==> config.mk <==
export PLATFORM = sky130hd
export DESIGN_NAME = dff_pipe
export DESIGN_NICKNAME = d
export VERILOG_FILES = /design/src/rtl/dff_pipe.sv
export SDC_FILE = /design/constraint.sdc
export NUM_CORES = 1
export LEC_CHECK = 0
export ABC_AREA = 1
export CAP_MARGIN = 20
export CORE_MARGIN = 3
export CORE_UTILIZATION = 40
export CTS_BUF_LIST = sky130_fd_sc_hd__clkbuf_16
export CTS_CLUSTER_DIAMETER = 200
export DETAILED_ROUTE_END_ITERATION = 16
export GPL_ROUTABILITY_DRIVEN = 0
export PLACE_DENSITY = 0.67
export SLEW_MARGIN = 40
export SYNTH_ARGS = -nofsm -noshare
export SYNTH_HDL_FRONTEND = slang
export SYNTH_SLANG_ARGS = --single-unit
==> constraint.sdc <==
create_clock -name clk -period 2.2 [get_ports clk]
set_input_delay 0.44 -clock clk [delete_from_list [all_inputs] [get_ports clk]]
set_output_delay 0.44 -clock clk [all_outputs]
set_load 0.02 [all_outputs]
==> src/rtl/dff_pipe.sv <==
// dff_pipe: enabled register pipeline with one valid bit per stage and a
// registered occupancy count. It replaces the single enabled D flip-flop in
// datapaths that need delay matching or retiming.
//
// Parameters:
//   WIDTH     data width in bits (>= 1)
//   DEPTH     number of register stages (>= 1)
//   HOLD_MODE behaviour while en=0: 1 = every stage holds, 0 = every stage clears
//   RESET_VAL value loaded into every data stage on reset, flush or clear
//
// Ports:
//   clk     clock; all state changes on the rising edge
//   rst     synchronous active-high reset
//   en      stage enable; the pipeline shifts by one stage when high
//   flush   synchronous invalidate of all stages; the input word on that edge is dropped
//   d       data into stage 0
//   d_valid marks d as valid
//   q       data of the last stage (not masked by q_valid)
//   q_valid valid bit of the last stage
//   count   number of stages holding a valid bit, 0..DEPTH
//
// Handshake: there is no backpressure. A word enters whenever en=1 and
// d_valid=1. The consumer must take q on every edge where q_valid=1 and en=1,
// because that word leaves the pipeline on that edge.
//
// Edge priority: rst > flush > en. Every output comes straight from a register.
module dff_pipe #(
  parameter int               WIDTH     = 8,
  parameter int               DEPTH     = 4,
  parameter bit               HOLD_MODE = 1'b1,
  parameter logic [WIDTH-1:0] RESET_VAL = '0
) (
  input  logic                       clk,
  input  logic                       rst,
  input  logic                       en,
  input  logic                       flush,
  input  logic [WIDTH-1:0]           d,
  input  logic                       d_valid,
  output logic [WIDTH-1:0]           q,
  output logic                       q_valid,
  output logic [$clog2(DEPTH+1)-1:0] count
);

  localparam int CW = $clog2(DEPTH+1);

  logic [WIDTH-1:0] data_q [DEPTH];
  logic [DEPTH-1:0] vld_q;
  logic [CW-1:0]    count_q;

  // Reset and flush share one result. A disabled cycle also clears when the
  // block is not in hold mode, which reproduces the legacy flop behaviour.
  logic clear;
  assign clear = rst | flush | (~en & ~HOLD_MODE);

  always_ff @(posedge clk) begin
    if (clear) begin
      for (int i = 0; i < DEPTH; i++) begin
        data_q[i] <= RESET_VAL;
      end
      vld_q   <= '0;
      count_q <= '0;
    end else if (en) begin
      data_q[0] <= d;
      vld_q[0]  <= d_valid;
      for (int i = 1; i < DEPTH; i++) begin
        data_q[i] <= data_q[i-1];
        vld_q[i]  <= vld_q[i-1];
      end
      // Net change uses the pre-edge values: the incoming word adds one, and
      // the word leaving the last stage removes one. The count therefore stays
      // within 0..DEPTH, so the unsigned arithmetic cannot wrap.
      count_q <= count_q + CW'(d_valid) - CW'(vld_q[DEPTH-1]);
    end
    // en=0 in hold mode: every register keeps its value.
  end

  assign q       = data_q[DEPTH-1];
  assign q_valid = vld_q[DEPTH-1];
  assign count   = count_q;

endmodule
==> results.yml, run 1 <==
worst_setup_path:
  worstSetupPathType: "flip-flop to output port"
  cp_top_family: "buffers and inverters"
  critPathSlowestCell: "clkdlybuf4s50_1"
  cp_max_fo: 5
  max_stage_delay_ps: 640
  path_buf_inv: 1
  start_kind: "flip-flop"
  path_cells: "clkdlybuf4s50_1"
  worstSetupEndpointType: "output port"
  worst_ep_arrival_time_ps: 1330
  required_ps: 1760
place:
  dp_slack_ps: 170
  dp.cells: 210
  io_buffers: 24
  hpwl_um: 1430
drt:
  vias: 910
  wire_per_inst_um: 9.68
  via_per_inst: 4.17
  first_iter_violations: 40
  first_pass_iters: 2
  wl_um: 2110
  final_antenna_net_count: 0
  drc: 0
finish:
  final_common_cell: "inv_1"
  mostFrequentLayoutCells: "inv_1 (44), nor2_1 (36), edfxtp_1 (32)"
  final_util_pct: 53.4
  antenna_cells: 0
  finalNetCount: 185
  fin_cells: 218
  drive_gt1_share_pct: 5.29
  syn_to_final_growth_pct: 26.7
cts:
  clockRootBuffer: "clkbuf_16"
  cts_tree: "yes"
  clock_path_buffers: 2
  cts-htree-levels: 2
  cts_resized: 0
  postCtsSetupBuffers: 0
  path_clk_slew_ps: 50
  cts_buffers: 5
  cts_sinks: 39
  clk_latency_ps: 280
  hold_buffers: 0
logic_synthesis:
  muxShareOfSynthArea_pct: 0
  synth.distinct_cells: 14
  yosysTopAreaCellShare_pct: 61.4
  syn_inst: 139
  synth_xor_area_share_pct: 0
  synth_compound_area_share_pct: 2.16
  yosysTopAreaCell: "edfxtp_1"
  synth_fp_nets: 155
  seq_area_frac_synth_pct: 70.3
  avgSynthCellArea_um2: 11.3
  synth_adder_area_share_pct: 2.88
  synth_simple_gate_area_share_pct: 12.6
  synth_top_family_by_area: "simple AND/OR/NAND/NOR gates"
  ys_warn_count: 0
  ys_seq_elements: 39
  synth_area_leaders: "edfxtp_1 (61%), inv_1 (9.8%), dfxtp_1 (9.0%), nor2_1 (8.6%), buf_6 (2.2%)"
  netlist_area_um2: 1570
power:
  power.density_nw_per_um2: 796
  ir_worst_vdd_uv: 369
  p_leak_nw: 0.807
sta:
  rsz0062_at_grt: "false"
  worst_slew_pin_slew_ps: 354
  fin_crit_sh_pct: 80.3
  drv_slew: 0
  final.min_clock_period_ps: 1770
  fin_ws_ps: 433
  hold_viol_final: 0
  finalSetupViolations: 0
  fin_worst_skew_ps: 2.31
  fmax_mhz: 566
  tns_ps: 0
  max-slew-margin-rel_pct: 76.4
global_routing:
  grt_max_degree: 37
  grt_util_all_layers_pct: 10.5
  grt_pass1_vias: 876
  grt_first_pass_wirelength_um: 3440
  antenna_found_initial: 0
  gr-total-overflow: 0
die:
  coreArea_um2: 3720
  die_h_um: 68.6
  rows: 22
  die_w_um: 68.6
  die_area_um2: 4700
  io_pins: 25
  initial_core_util_pct: 42.1
run_status:
  status: "finished clean"
hold_path:
  min_path_type: "flip-flop to flip-flop"
job:
  maxCapViolCount: 0
## path summary, 6_finish.rpt
| check | start | to | slack, ps | cells past startpoint |
|---|---|---|---|---|
| worst max-delay path | count[1] | count[1] | 430 | 1 |
| worst min-delay path | vld_q[1] | vld_q[1] | 480 | 2 |
| worst max register to register | count[0] | count[2] | 440 | 11 |
| worst min register to register | vld_q[1] | vld_q[1] | 480 | 2 |
## layout make-up
| type | instances | area (um2) |
|---|---|---|
| inverters | 41 | 154 |
| clock inverters | 3 | 11.3 |
| repair buffers | 26 | 255 |
| fillers | 340 | 1730 |
| clock buffers | 5 | 125 |
| flip-flops and latches | 39 | 1100 |
| multi-input cells | 56 | 277 |
| well taps | 48 | 60.1 |
## metrics by stage
stage	cell area (um2)	power (W)	hold slack [ps]
finish	1980	0.00158	479
global route	1980	0.00163	501
floorplan	1570	0.000896	442
global placement	1850	0.000936	458
detailed placement	1850	0.000941	472
CTS	1980	0.00160	480
## sequential cells by signal (all words and copies together) (netlist names)
name    count
vld_q       4
data_q     32
count       3
## layer usage
| metal | vias to the layer above | track usage (%) | share of wire, % | routed length (um) |
|---|---|---|---|---|
| met5 | - | 0 | 0 | 0 |
| met3 | 6 | 3.40 | 5.7 | 120 |
| met1 | 401 | 8.52 | 36 | 754 |
| met4 | 0 | 8.19 | 3.6 | 76 |
| li1 | 481 | - | - | - |
| met2 | 22 | 20.0 | 55 | 1160 |
## cells in the mapped netlist
master	instances
nand2_1	5
buf_6	3
nand4_1	1
nor2_4	1
nor2_1	36
nand3_1	3
o22ai_1	3
dfxtp_1	7
inv_1	41
o21ai_0	3
nand2_4	1
ha_1	2
edfxtp_1	32
fa_1	1
## cells by family (layout without fill, tap and decap cells)
logic type | after synthesis | count (layout)
and+or+nand+nor | 47 | 47
buffers and inverters | 44 | 75
DFF | 39 | 39
AOI/OAI and AO/OA | 6 | 6
adders and majority gates | 3 | 3
## where the power goes
| group | leakage [nW] | internal [W] | switching (W) |
|---|---|---|---|
| logic | 0.301 | 0.0000426 | 0.0000477 |
| clock network | 0.0776 | 0.000406 | 0.000247 |
| registers | 0.429 | 0.000827 | 0.00000758 |
(Power assumes the default switching activity.)
==> run 2: changes to the inputs <==
--- a/config.mk
+++ b/config.mk
@@ -13,7 +13,7 @@
 export CTS_CLUSTER_DIAMETER = 200
 export DETAILED_ROUTE_END_ITERATION = 16
 export GPL_ROUTABILITY_DRIVEN = 0
-export PLACE_DENSITY = 0.67
+export PLACE_DENSITY = 0.69
 export SLEW_MARGIN = 40
 export SYNTH_ARGS = -nofsm -noshare
 export SYNTH_HDL_FRONTEND = slang
==> constraint.sdc (replaced) <==
create_clock -name clk -period 1.6 [get_ports clk]
set_input_delay 0.32 -clock clk [delete_from_list [all_inputs] [get_ports clk]]
set_output_delay 0.32 -clock clk [all_outputs]
set_load 0.02 [all_outputs]
==> run 2 against run 1 <==
Wire length up 5.3%. Largest power group unchanged. Non-clock buffer count up 4. Utilization up 2.3 points. Count of clock-buffer cells in the layout unchanged. Cell area up 4.2%. Hold slack worse by 2.6 ps. Critical path depth up 10. Largest cell class unchanged. Via count up 2.6%. Flip-flop and latch count unchanged.
==> results.yml, run 2 (same netlist as run 1, synthesis figures left out) <==
run_status:
  status: "finished clean"
cts:
  clockRootBuffer: "clkbuf_16"
  cts_buffers: 5
  cts-htree-levels: 2
  path_clk_slew_ps: 50
  cts_sinks: 39
  cts_tree: "yes"
  clk_latency_ps: 280
  clock_path_buffers: 2
drt:
  vias: 934
  via_per_inst: 4.21
  drc: 0
  wire_per_inst_um: 10.0
  first_iter_violations: 55
  final_antenna_net_count: 0
  first_pass_iters: 4
  wl_um: 2220
die:
  rows: 22
  die_h_um: 68.6
  die_w_um: 68.6
  coreArea_um2: 3720
  initial_core_util_pct: 42.1
  io_pins: 25
  die_area_um2: 4700
finish:
  finalInstanceArea_um2: 2070
  syn_to_final_growth_pct: 32.1
  finalNetCount: 189
  antenna_cells: 0
  top_register: "data_q"
  fin_cells: 222
  final_common_cell: "inv_1"
  largest_reg_flops: 32
  mostFrequentLayoutCells: "inv_1 (41), nor2_1 (36), edfxtp_1 (32)"
  drive_gt1_share_pct: 12.6
sta:
  drv_slew: 0
  max-slew-margin-rel_pct: 84.0
  final.min_clock_period_ps: 1590
  finalSetupViolations: 0
  worst_slew_pin_slew_ps: 239
  hold_viol_final: 0
  fin_ws_ps: 11.1
  fmax_mhz: 629
  fin_crit_sh_pct: 99.3
  fin_worst_skew_ps: 6.05
  rsz0062_at_grt: "true"
  hold_slack_ps: 476
worst_setup_path:
  worst_ep_arrival_time_ps: 1800
  critPathSlowestCell: "dfxtp_4"
  r2r_start: "count[0]"
  reg2reg_to: "count[2]"
  path_cells: "inv_4 > ha_4 > inv_2 > ha_2 > inv_2 > fa_2 > nand2_2 > nand2_1 > nor2_1 > nor2_1 > nor2_1"
  max_stage_delay_ps: 350
  start_kind: "flip-flop"
  r2r_setup_slack_ps: 10
  worstSetupEndpointType: "flip-flop"
  crit_top_cell: "nor2_1"
  rr_worst_depth: 11
  cp_max_fo: 3
  required_ps: 1820
  worstSetupPathType: "flip-flop to flip-flop"
place:
  hpwl_um: 1520
  io_buffers: 24
  dp.cells: 214
  placed_cell_area_um2: 1930
  dp_slack_ps: -241
hold_path:
  hold_end: "vld_q[3]"
  min_from: "vld_q[2]"
  min_path_cells: 2
  min_path_type: "flip-flop to flip-flop"
power:
  comb_power_share_pct: 6.3
  switching_share_pct: 19.4
  p_seq_share_pct: 52.4
  total_power_w: 0.00219
  ir_worst_vdd_uv: 725
  power.density_nw_per_um2: 1060
  p_clk_share_pct: 41.3
  p_switching_w: 0.000423
  p_leak_nw: 0.841
  p_int_w: 0.00176
global_routing:
  grt_max_degree: 34
  grt_util_all_layers_pct: 10.9
  antenna_found_initial: 0
  grt_first_pass_wirelength_um: 3560
  gr-total-overflow: 0
  grt_pass1_vias: 842
job:
  maxCapViolCount: 0
## run 2: power groups by stage
stage / Sequential, W / Combinational, W / Clock (W)
3_5_place_dp: 0.00117 / 0.000139 / 0
5_1_grt: 0.00115 / 0.000152 / 0.000971
6_report: 0.00115 / 0.000138 / 0.000902
2_1_floorplan: 0.00118 / 0.0000534 / 0
4_1_cts: 0.00115 / 0.000140 / 0.000924
3_3_place_gp: 0.00116 / 0.000135 / 0
## run 2: worst max-delay path by stage
stage | startpoint | end | slack [ps]
after detailed placement | d_valid | count[2] | -240
after CTS | count[0] | count[2] | 6
final | count[0] | count[2] | 10
after global placement | d_valid | count[2] | -170
after floorplan | count[0] | count[2] | 0.6
after global routing | count[0] | count[2] | -80
## run 2: critical path, delay by kind of cell, from the launching register on
| kind | cells | cell delay [ps] |
|---|---|---|
| adders and majority gates | 3 | 710 |
| buffers and inverters | 3 | 120 |
| and+or+nand+nor | 5 | 360 |
| DFF | 1 | 350 |
## run 2: layout make-up
class / instances / area [um2]
inverter: 41 / 156
clock inverter: 3 / 11.3
clock buffer: 5 / 125
timing repair buffer: 30 / 309
multi-input combinational: 56 / 297
fill: 319 / 1650
tap: 48 / 60.1
sequential: 39 / 1110
## run 2: metal layers
metal / GRT usage, % / vias up / wire length (um)
met2: 17.9 / 21 / 1150
met3: 6.32 / 2 / 155
met4: 5.21 / 0 / 34
met5: 0 / - / 0
li1: - / 493 / -
met1: 11.1 / 418 / 882
## run 2: repair_timing
action	4_1_cts	5_1_grt
setup buffers	0	0
pin swaps	4	0
setup endpoints to repair	2	1
resized for setup	4	0
hold buffers	0	0
## run 2: per-stage QoR
step	utilization, %	TNS (ps)
3_5_place_dp	51.9	-380
6_report	55.6	0
2_1_floorplan	-	0
4_1_cts	55.6	0
3_3_place_gp	51.9	-270
5_1_grt	55.6	-75.2
